**src/rtl/rv32i_pkg.sv**
```systemverilog
// Shared RV32I front-end definitions: instruction width and fetch-queue FSM encoding.
package rv32i_pkg;

    localparam int INSTR_W = 32;
    localparam int XLEN    = 32;

    typedef enum logic [1:0] {
        FETCH = 2'd0,
        FLUSH = 2'd1,
        TRAP  = 2'd2
    } fq_state_e;

endpackage

```
**src/rtl/sync_fifo.sv**
```systemverilog
// First-word-fall-through FIFO with a registered head read (RAM-style array plus output register).
module sync_fifo #(
    parameter int WIDTH = 32,
    parameter int DEPTH = 4
) (
    input  logic                   clk,
    input  logic                   reset,
    input  logic                   clear,
    input  logic                   push,
    input  logic [WIDTH-1:0]       push_data,
    input  logic                   pop,
    output logic [WIDTH-1:0]       head_data,
    output logic                   full,
    output logic                   empty,
    output logic [$clog2(DEPTH):0] count
);

    localparam int AW = $clog2(DEPTH);

    logic [WIDTH-1:0] mem [DEPTH];
    logic [AW-1:0]    wr_ptr_reg;
    logic [AW-1:0]    rd_ptr_reg;
    logic [AW-1:0]    rd_ptr_next;
    logic [AW:0]      count_reg;
    logic [AW:0]      count_next;
    logic [WIDTH-1:0] head_reg;
    logic [WIDTH-1:0] head_next;
    logic             do_push;
    logic             do_pop;

    assign full      = (count_reg == (AW+1)'(DEPTH));
    assign empty     = (count_reg == '0);
    assign count     = count_reg;
    assign head_data = head_reg;

    always_comb begin
        do_pop      = pop && !empty;
        do_push     = push && (!full || do_pop);
        rd_ptr_next = do_pop ? rd_ptr_reg + AW'(1) : rd_ptr_reg;
        count_next  = count_reg;
        if (do_push && !do_pop) begin
            count_next = count_reg + (AW+1)'(1);
        end else if (do_pop && !do_push) begin
            count_next = count_reg - (AW+1)'(1);
        end
        // The next head is the word being written when the queue would otherwise be empty.
        if (do_push && (rd_ptr_next == wr_ptr_reg)) begin
            head_next = push_data;
        end else begin
            head_next = mem[rd_ptr_next];
        end
    end

    always_ff @(posedge clk) begin
        if (do_push && !clear) begin
            mem[wr_ptr_reg] <= push_data;
        end
    end

    always_ff @(posedge clk) begin
        if (reset || clear) begin
            wr_ptr_reg <= '0;
            rd_ptr_reg <= '0;
            count_reg  <= '0;
            head_reg   <= '0;
        end else begin
            if (do_push) begin
                wr_ptr_reg <= wr_ptr_reg + AW'(1);
            end
            rd_ptr_reg <= rd_ptr_next;
            count_reg  <= count_next;
            head_reg   <= head_next;
        end
    end

endmodule

```
**src/rtl/fetch_queue.sv**
```systemverilog
// Instruction prefetch queue: issues in-order word fetches, buffers responses with their PCs,
// and handles redirects (flushing in-flight responses) and misaligned-target traps.
module fetch_queue
    import rv32i_pkg::*;
#(
    parameter int          PC_W     = 12,
    parameter int          DEPTH    = 4,
    parameter int          MAX_OUT  = 2,
    parameter logic [31:0] RESET_PC = 32'h0
) (
    input  logic                     clk,
    input  logic                     reset,
    output logic                     imem_req_valid,
    input  logic                     imem_req_ready,
    output logic [PC_W-1:0]          imem_req_addr,
    input  logic                     imem_rsp_valid,
    input  logic [INSTR_W-1:0]       imem_rsp_data,
    input  logic                     redirect_valid,
    input  logic [XLEN-1:0]          redirect_pc,
    output logic                     instr_valid,
    input  logic                     instr_ready,
    output logic [INSTR_W-1:0]       instr_data,
    output logic [XLEN-1:0]          instr_pc,
    output logic                     fetch_trap,
    output logic [$clog2(DEPTH):0]   fill_count
);

    localparam int OUT_W  = $clog2(MAX_OUT + 1);
    localparam int TAG_AW = (MAX_OUT > 1) ? $clog2(MAX_OUT) : 1;
    localparam int BUF_W  = PC_W + INSTR_W;

    fq_state_e         state_reg;
    fq_state_e         state_next;
    logic [PC_W-1:0]   fetch_pc_reg;
    logic [PC_W-1:0]   fetch_pc_next;
    logic [OUT_W-1:0]  out_reg;
    logic [OUT_W-1:0]  out_next;
    logic [PC_W-1:0]   tag_mem [MAX_OUT];
    logic [TAG_AW-1:0] tag_wr_reg;
    logic [TAG_AW-1:0] tag_rd_reg;

    logic              req_fire;
    logic              redirect_aligned;
    logic              buf_push;
    logic              buf_pop;
    logic              buf_full;
    logic              buf_empty;
    logic [BUF_W-1:0]  buf_head;
    logic [PC_W-1:0]   head_pc;

    generate
        if (PC_W + 2 < XLEN) begin : g_pc_hi
            logic unused_redirect_hi;
            assign unused_redirect_hi = ^redirect_pc[XLEN-1:PC_W+2];
        end
    endgenerate

    // Request only when every in-flight response is guaranteed a buffer slot.
    assign imem_req_valid = !reset && (state_reg == FETCH) && !buf_full
                         && (int'(out_reg) < MAX_OUT)
                         && ((int'(fill_count) + int'(out_reg)) < DEPTH);
    assign imem_req_addr  = fetch_pc_reg;
    assign req_fire       = imem_req_valid && imem_req_ready;

    assign redirect_aligned = redirect_valid && (redirect_pc[1:0] == 2'b00);
    assign buf_push = imem_rsp_valid && (state_reg == FETCH) && !redirect_valid;
    assign buf_pop  = instr_valid && instr_ready && !redirect_valid;

    sync_fifo #(
        .WIDTH (BUF_W),
        .DEPTH (DEPTH)
    ) u_buf (
        .clk       (clk),
        .reset     (reset),
        .clear     (redirect_valid),
        .push      (buf_push),
        .push_data ({tag_mem[tag_rd_reg], imem_rsp_data}),
        .pop       (buf_pop),
        .head_data (buf_head),
        .full      (buf_full),
        .empty     (buf_empty),
        .count     (fill_count)
    );

    assign head_pc     = buf_head[BUF_W-1:INSTR_W];
    assign instr_data  = buf_head[INSTR_W-1:0];
    assign instr_valid = (state_reg == FETCH) && !buf_empty;
    assign fetch_trap  = (state_reg == TRAP);

    always_comb begin
        instr_pc = '0;
        instr_pc[PC_W+1:2] = head_pc;
    end

    always_comb begin
        out_next = out_reg;
        if (req_fire && !imem_rsp_valid) begin
            out_next = out_reg + OUT_W'(1);
        end else if (imem_rsp_valid && !req_fire) begin
            out_next = out_reg - OUT_W'(1);
        end
    end

    always_comb begin
        state_next    = state_reg;
        fetch_pc_next = fetch_pc_reg;
        if (req_fire) begin
            fetch_pc_next = fetch_pc_reg + PC_W'(1);
        end
        if (redirect_valid) begin
            if (redirect_aligned) begin
                fetch_pc_next = redirect_pc[PC_W+1:2];
                state_next    = (out_next != '0) ? FLUSH : FETCH;
            end else begin
                state_next = TRAP;
            end
        end else if (state_reg == FLUSH) begin
            if (out_next == '0) begin
                state_next = FETCH;
            end
        end
    end

    // Request PCs travel alongside the memory so each response can be tagged in order.
    always_ff @(posedge clk) begin
        if (req_fire) begin
            tag_mem[tag_wr_reg] <= fetch_pc_reg;
        end
    end

    always_ff @(posedge clk) begin
        if (reset) begin
            state_reg    <= FETCH;
            fetch_pc_reg <= RESET_PC[PC_W+1:2];
            out_reg      <= '0;
            tag_wr_reg   <= '0;
            tag_rd_reg   <= '0;
        end else begin
            state_reg    <= state_next;
            fetch_pc_reg <= fetch_pc_next;
            out_reg      <= out_next;
            if (req_fire) begin
                tag_wr_reg <= (tag_wr_reg == TAG_AW'(MAX_OUT - 1)) ? '0 : tag_wr_reg + TAG_AW'(1);
            end
            if (imem_rsp_valid) begin
                tag_rd_reg <= (tag_rd_reg == TAG_AW'(MAX_OUT - 1)) ? '0 : tag_rd_reg + TAG_AW'(1);
            end
        end
    end

endmodule

```
**config.mk**
```make
export PLATFORM = sky130hd
export DESIGN_NAME = fetch_queue
export DESIGN_NICKNAME = d
export VERILOG_FILES = /design/src/rtl/rv32i_pkg.sv /design/src/rtl/sync_fifo.sv /design/src/rtl/fetch_queue.sv
export SDC_FILE = /design/constraint.sdc
export NUM_CORES = 1
export LEC_CHECK = 0
export CORE_MARGIN = 5
export CORE_UTILIZATION = 55
export CTS_BUF_LIST = sky130_fd_sc_hd__clkbuf_2
export CTS_CLUSTER_DIAMETER = 50
export DETAILED_ROUTE_END_ITERATION = 8
export PLACE_DENSITY = 0.8
export SYNTH_ARGS = -nofsm -noshare
export SYNTH_HDL_FRONTEND = slang
export SYNTH_SLANG_ARGS = --single-unit
```
**constraint.sdc**
```tcl
create_clock -name clk -period 4.1 [get_ports clk]
set_input_delay 0.82 -clock clk [delete_from_list [all_inputs] [get_ports clk]]
set_output_delay 0.82 -clock clk [all_outputs]
set_load 0.01 [all_outputs]
```
==> impl_results.md, run 1 <==
* Outcome: finished, final reports clean
* Slack of the critical path at roughly 0.90 ns
* TritonCTS clock tree: built
* Ratio of final minimum period to clock period at 0.780
* Type of the worst setup path: reg2out
* Commonest cells after routing, fill and taps aside: edfxtp_1, clkdlybuf4s50_1, clkbuf_2, mux2i_1, nor2_1
* Initial antenna violation count at 1
* Starting density of the core at 0.562
* Worst Reg-to-Reg Cells at 10
* Static leakage at between 0.005 and 0.006 uW
* Area of the core region at between 0.02 and 0.025 mm^2
* Synth warnings at 0
* Worst-case clock buffer depth at 3
* Average wire length per cell after detail routing at between 15 and 20 um
* Buffers inserted by post-CTS timing repair at 0
* CTS clock-pin slew for the worst setup and hold paths at roughly 0.10 ns
* Period minus WS final at 3.20 ns
* Worst path arrival time at between 2 and 2.5 ns
* Hpwl dp at 14.6 mm
* Total clock buffers created by CTS at 68
* Resized cells post-CTS at 0
* Hold buffers post-CTS at 0
* Die Area at approximately 0.025 mm^2
* X dimension of the die at between 150 and 200 um
* Delay-heaviest family, CP: buffers and inverters
* Most common cell after layout, fill and taps aside: edfxtp_1
* Headroom to the max-slew limit at 0.184
* Peak supply drop at 0.000219 V
* Port Buf Inserts at between 100 and 150
* Number of vias after detailed routing at 7821
* Synthesized instance count at around 870
* Post-detailed-route count of antenna-violating nets at 0
* Count of final setup violators at 0
* Count of nets after finishing at approximately 1100
* Clock tree root driver cell: clkbuf_2
* Remaining global-route overflow at 0
* FFs w/ async S/R, synth at 0
* Count of boundary I/O pins at roughly 150
* Violation count after the first detailed-routing iteration at around 490
* Worst hold path depth at 0
* CP peak stage delay at ~0.53 ns
* FMAX at roughly 310 MHz
* Clock skew after layout at about 0.067 ns
* Row Count at between 50 and 60
* Post-synthesis instance area at 0.0118 mm^2
* DRC Markers at 0
* Cells along the critical path: ha_1, nor4_1, and3_1, clkdlybuf4s50_1
* Register-to-register setup slack at between 1 and 1.5 ns
* CTS HTree Levels at 3
* Post-synthesis cell type with the largest combined area: edfxtp_1
* Smallest hold slack at between 0.5 and 0.6 ns
* GR Util All Layers at 0.210
* Vias in the first global route at a little over 8000
* Setup TNS Final at 0 ns
* Flip-flop count of the largest register after layout at ~180
* Global-route wire length before repair at between 40 and 50 mm
* Worst min-delay path startpoint: imem_req_addr[10]$_SDFF_PP0_
* Register bit total from synthesis at between 200 and 300
* Launching element type of the critical path: flip-flop
* Pre-CTS setup slack at 0.481 ns
* Reg2reg start: u_buf.count[0]$_SDFFE_PP0P_
* Total Routed Length at between 20 and 30 mm
* Cell count after placement at roughly 1200
* Clock sinks at 270
* Post-Syn Area per Cell at 13.7 um^2
* Hold endpoint: tag_mem[0][10]$_DFFE_PP_
* Crit path capture type: primary output
* Pwr Density at approximately 400 mW/mm^2
* Number of slew-limit violations in the final report at 0
* Most frequently used flop master after synthesis: edfxtp_1
* RSZ-0062 raised after global routing: no
* Most flop-heavy register: u_buf.mem
* DIE HEIGHT at roughly 160 um
* R2R Path End: u_buf.count[2]$_SDFFE_PP0P_
* Number of maximum-capacitance violations at 0
* Post-synthesis cell type count at 48
* Top cells by area, synth: edfxtp_1, dfxtp_1, mux4_2
* Start point of the critical path: u_buf.count[1]$_SDFFE_PP0P_
* Number of optimization iterations in the first detailed-route pass at 7
* Proportion of netlist area held by the largest area contributor at 0.507
* DR vias/cell at roughly 5.8
* Placer's final routability congestion estimate at roughly 0.8
* Number of synthesized flops with an enable pin at 200
* Post-synthesis to final-layout area growth at 17.8%
* Final number of hold-violating endpoints at 0
* Worst min-delay path class: reg2reg
* Number of standard cells in the final layout excluding fillers at around 1300
* Largest driver fanout on the critical path at 7
* Slew of the pin with the lowest slew margin at about 1.2 ns
* Buffers plus inverters on the worst setup path at 1
* Share of the yosys chip area belonging to registers at 0.625
* Share of layout cells above drive strength 1 at 0.190
* Source-to-sink clock delay at the later pin of the worst-skew pair at between 0.7 and 0.8 ns
* Max stage delay cell, worst path: clkdlybuf4s50_1
* Maximum number of pins on one net before global-route repair at 95
* Required time at the endpoint of the critical path at ~3.3 ns
routing by layer:
metal	global-route usage	wire length (um)	up-vias
met5	0	0	-
met4	0.0798	485	0
met3	0.0548	2410	42
met2	0.343	12500	368
met1	0.273	10400	3821
li1	-	-	3590
logic make-up (layout without fill, tap and decap cells):
kind of cell | Yosys count | count (layout) | share of synthesized area
buffers and inverters | 84 | 264 | 0.0373
AO/OA/AOI/OAI | 156 | 156 | 0.0761
XOR/XNOR | 21 | 21 | 0.0155
other | 1 | 21 | 0.000316
multiplexers | 144 | 144 | 0.167
adder cells (fa/ha/maj) | 8 | 8 | 0.00908
AND/OR/NAND/NOR | 182 | 182 | 0.0692
flip-flops | 270 | 270 | 0.625
area by class of cell:
class	instances	area, um^2
Tap cell	275	344
Clock buffer	106	531
Antenna cell	1	2.50
Inverter	7	31.3
Sequential cell	270	7410
Fill cell	1503	7130
Clock inverter	19	178
Multi-Input combinational cell	531	4090
Timing Repair Buffer	132	1370
metrics by stage:
step	util	area, um^2	power, uW
detailed placement	0.628	13200	3610
floorplan	-	11900	3400
global route	0.662	14000	5770
CTS	0.662	14000	5570
global placement	0.628	13200	3600
finish	0.662	14000	5520
report_power, final:
part	switching (uW)	internal, uW	leakage (uW)	total (uW)
clock network	1030	935	0.000525	1970
logic	244	239	0.00217	483
registers	50.5	3020	0.00239	3070
total	1330	4190	0.00509	5520
Yosys cell counts (2+ instances only):
| cell | number |
|---|---|
| edfxtp_1 | 200 |
| mux2i_1 | 89 |
| nor2_1 | 78 |
| dfxtp_1 | 70 |
| nand2_1 | 59 |
| a21oi_1 | 47 |
| o21ai_0 | 44 |
| mux4_2 | 42 |
| o22ai_1 | 42 |
| clkbuf_1 | 30 |
| buf_4 | 27 |
| buf_2 | 14 |
| a211oi_1 | 13 |
| mux2_2 | 12 |
| xnor2_1 | 12 |
| nor3_1 | 9 |
| xor2_1 | 9 |
| and2_1 | 7 |
| ha_1 | 7 |
| nand3_1 | 7 |
| inv_1 | 6 |
| buf_1 | 5 |
| nand4_1 | 4 |
| and3_1 | 3 |
| or3_1 | 3 |
| a31oi_1 | 2 |
| nor2b_1 | 2 |
| nor4b_1 | 2 |
| o31ai_1 | 2 |
how the worst max path moves through the flow:
stage	to	slack, ns	cells past startpoint
6_report	imem_req_valid	0.90	4
3_3_place_gp	u_buf.count[2]$_SDFFE_PP0P_	0.52	11
4_1_cts	imem_req_valid	0.81	4
2_1_floorplan	u_buf.mem[1][0]$_DFFE_PP_	0.89	3
3_5_place_dp	u_buf.count[2]$_SDFFE_PP0P_	0.48	11
5_1_grt	imem_req_valid	0.62	4
No activity file was read; power rests on OpenSTA's default activity.
==> run 2: changes to the inputs <==
==> constraint.sdc (replaced) <==
create_clock -name clk -period 3.1 [get_ports clk]
set_input_delay 0.62 -clock clk [delete_from_list [all_inputs] [get_ports clk]]
set_output_delay 0.62 -clock clk [all_outputs]
set_load 0.01 [all_outputs]
==> run 2 against run 1 <==
Compared with the run above:
- power up 29%
- sequential cell count unchanged
- non-clock buffer count up 9
- critical path depth unchanged
- utilization up 0.30 points
- critical path type unchanged
- critical endpoint unchanged
==> impl_results.md, run 2 (synthesis gave the netlist of run 1 again) <==
* Outcome: finished, final reports clean
* DIE HEIGHT at 157 um (unchanged)
* Count of final setup violators at 0 (unchanged)
* Worst min-delay path class: in2reg
* Commonest cells after routing, fill and taps aside: edfxtp_1, clkdlybuf4s50_1, clkbuf_2, mux2i_1, nor2_1
* DR vias/cell at 5.72 (-1.9%)
* Share of layout cells above drive strength 1 at 0.192 (+0.00231)
* Largest driver fanout on the critical path at 7 (unchanged)
* Headroom to the max-slew limit at 0.537 (+0.354)
* Launching element type of the critical path: flip-flop
* Most flop-heavy register: u_buf.mem
* Maximum number of pins on one net before global-route repair at 64 (-33%)
* Worst path arrival time at 2.32 ns (-0.06 ns)
* Count of boundary I/O pins at 152 (unchanged)
* Remaining global-route overflow at 0 (unchanged)
* Peak supply drop at 0.000288 V (+31%)
* Placer's final routability congestion estimate at 0.818 (+2.9%)
* Source-to-sink clock delay at the later pin of the worst-skew pair at 0.78 ns (about the same)
* Post-detailed-route count of antenna-violating nets at 0 (unchanged)
* Vias in the first global route at 8087 (-0.22%)
* Port Buf Inserts at 113 (unchanged)
* Most common cell after layout, fill and taps aside: edfxtp_1
* Slew of the pin with the lowest slew margin at 0.692 ns (-0.532 ns)
* Average wire length per cell after detail routing at 19.0 um (-0.95%)
* GR Util All Layers at 0.210 (-0.000260)
* Clock sinks at 270 (unchanged)
* Static leakage at 0.00511 uW (+0.33%)
* Worst-case clock buffer depth at 3 (unchanged)
* Pwr Density at 508 mW/mm^2 (+29%)
* Buffers inserted by post-CTS timing repair at 0 (unchanged)
* RSZ-0062 raised after global routing: no
* Design Power at 7120 uW (+29%)
* X dimension of the die at 157 um (unchanged)
* Number of maximum-capacitance violations at 0 (unchanged)
* Number of vias after detailed routing at 7716 (-1.3%)
* CTS HTree Levels at 3 (unchanged)
* Clock skew after layout at 0.0553 ns (-0.0113 ns)
* Type of the worst setup path: reg2out
* Period minus WS final at 2.94 ns
* Ratio of final minimum period to clock period at 0.949
* Global-route wire length before repair at 40.5 mm (-1.0%)
* Number of inserted filler cells in the final layout at 1545 (+2.8%)
* Clock tree root driver cell: clkbuf_2
* Total Routed Length at 25.6 mm (-0.36%)
* Starting density of the core at 0.562 (unchanged)
* TritonCTS clock tree: built
* Final number of hold-violating endpoints at 0 (unchanged)
* Flip-flop count of the largest register after layout at 176 (unchanged)
* Post-synthesis to final-layout area growth at 18.3%
* Number of slew-limit violations in the final report at 0 (unchanged)
* Final std cell area, no fill at 0.0140 mm^2 (+0.46%)
* Count of nets after finishing at 1097 (+0.83%)
* Area of the core region at 0.0211 mm^2 (unchanged)
* DRC Markers at 0 (unchanged)
* Row Count at 53 (unchanged)
* Initial antenna violation count at 1 (unchanged)
* Violation count after the first detailed-routing iteration at 472 (-4.5%)
* Crit path capture type: primary output
* CTS clock-pin slew for the worst setup and hold paths at 0.10 ns (about the same)
* Required time at the endpoint of the critical path at 2.48 ns (-0.80 ns)
* FMAX at around 340 MHz
* Setup TNS Final at 0 ns (unchanged)
* Die Area at 0.0246 mm^2 (unchanged)
* Hpwl dp at 15.2 mm (+3.6%)
* Total clock buffers created by CTS at 68 (unchanged)
* Number of optimization iterations in the first detailed-route pass at 4 (-3)
* Cell Area, Placed at 0.0134 mm^2 (+0.89%)
* Register-to-register setup slack at 0.62 ns (-0.41 ns)
run 2: cell count changes in the layout (fill, tap and decap cells not counted):
cell,previous run,this run
clkbuf_2,106,100
buf_4,11,16
clkinv_1,13,18
buf_12,8,12
bufinv_16,4,2
clkinvlp_4,0,1
inv_2,2,3
nor4_1,1,0
nor4_2,0,1
run 2: final cells by class:
cell class                      instances  area [um^2]  share of cell area
Multi-Input combinational cell        531         4100               0.292
Clock buffer                          100          500              0.0357
Tap cell                              275          344              0.0245
Inverter                                7         31.3             0.00223
Antenna cell                            1         2.50            0.000178
Sequential cell                       270         7410               0.528
Clock inverter                         24          148              0.0105
Timing Repair Buffer                  141         1490               0.106
run 2: final timing paths:
kind,depth (start not counted),end,startpoint
worst min-delay path,3,imem_req_addr[5]$_SDFF_PP0_,redirect_pc[7]
worst max-delay path,4,imem_req_valid,u_buf.count[1]$_SDFFE_PP0P_
worst min register to register,2,flip-flop,tag_rd_reg$_SDFFE_PP0P_
worst max register to register,9,u_buf.count[2]$_SDFFE_PP0P_,u_buf.count[0]$_SDFFE_PP0P_
run 2: report_power, final:
group	internal (uW)	switching, uW	leakage [uW]	total, uW
combinational	324	328	0.00223	653
sequential	3990	67.1	0.00239	4050
clock	1030	1380	0.000484	2410
run 2: timing repair:
item,in CTS,in global routing
resized for setup,0,1
setup endpoints to repair,0,1
hold buffers,0,0
run 2: worst max-delay path, cell delays in order (launching register included):
cell and delay (ns):
dfxtp_1 0.39, ha_1 0.24, nor4_2 0.20, and3_1 0.21, clkdlybuf4s50_1 0.54
run 2: stage by stage:
stage | hold slack [ns] | utilization | setup WS (ns) | instances
6_report | 0.421 | 0.665 | 0.158 | 1349
5_1_grt | 0.378 | 0.665 | 0.00640 | 1349
4_1_cts | 0.344 | 0.665 | 0.0133 | 1348
3_5_place_dp | 0.509 | 0.634 | 0.0305 | 1224
3_3_place_gp | 0.502 | 0.634 | 0.0776 | 1224
2_1_floorplan | 0.480 | - | 0.0929 | 885
run 2: metal layers:
| metal | track usage | vias up | part of all wire | routed length (um) |
|---|---|---|---|---|
| met3 | 0.0478 | 60 | 0.086 | 2190 |
| met1 | 0.265 | 3717 | 0.39 | 10000 |
| met5 | 0 | - | 0 | 0 |
| met2 | 0.347 | 344 | 0.50 | 12700 |
| met4 | 0.0942 | 0 | 0.027 | 682 |
| li1 | - | 3595 | - | - |
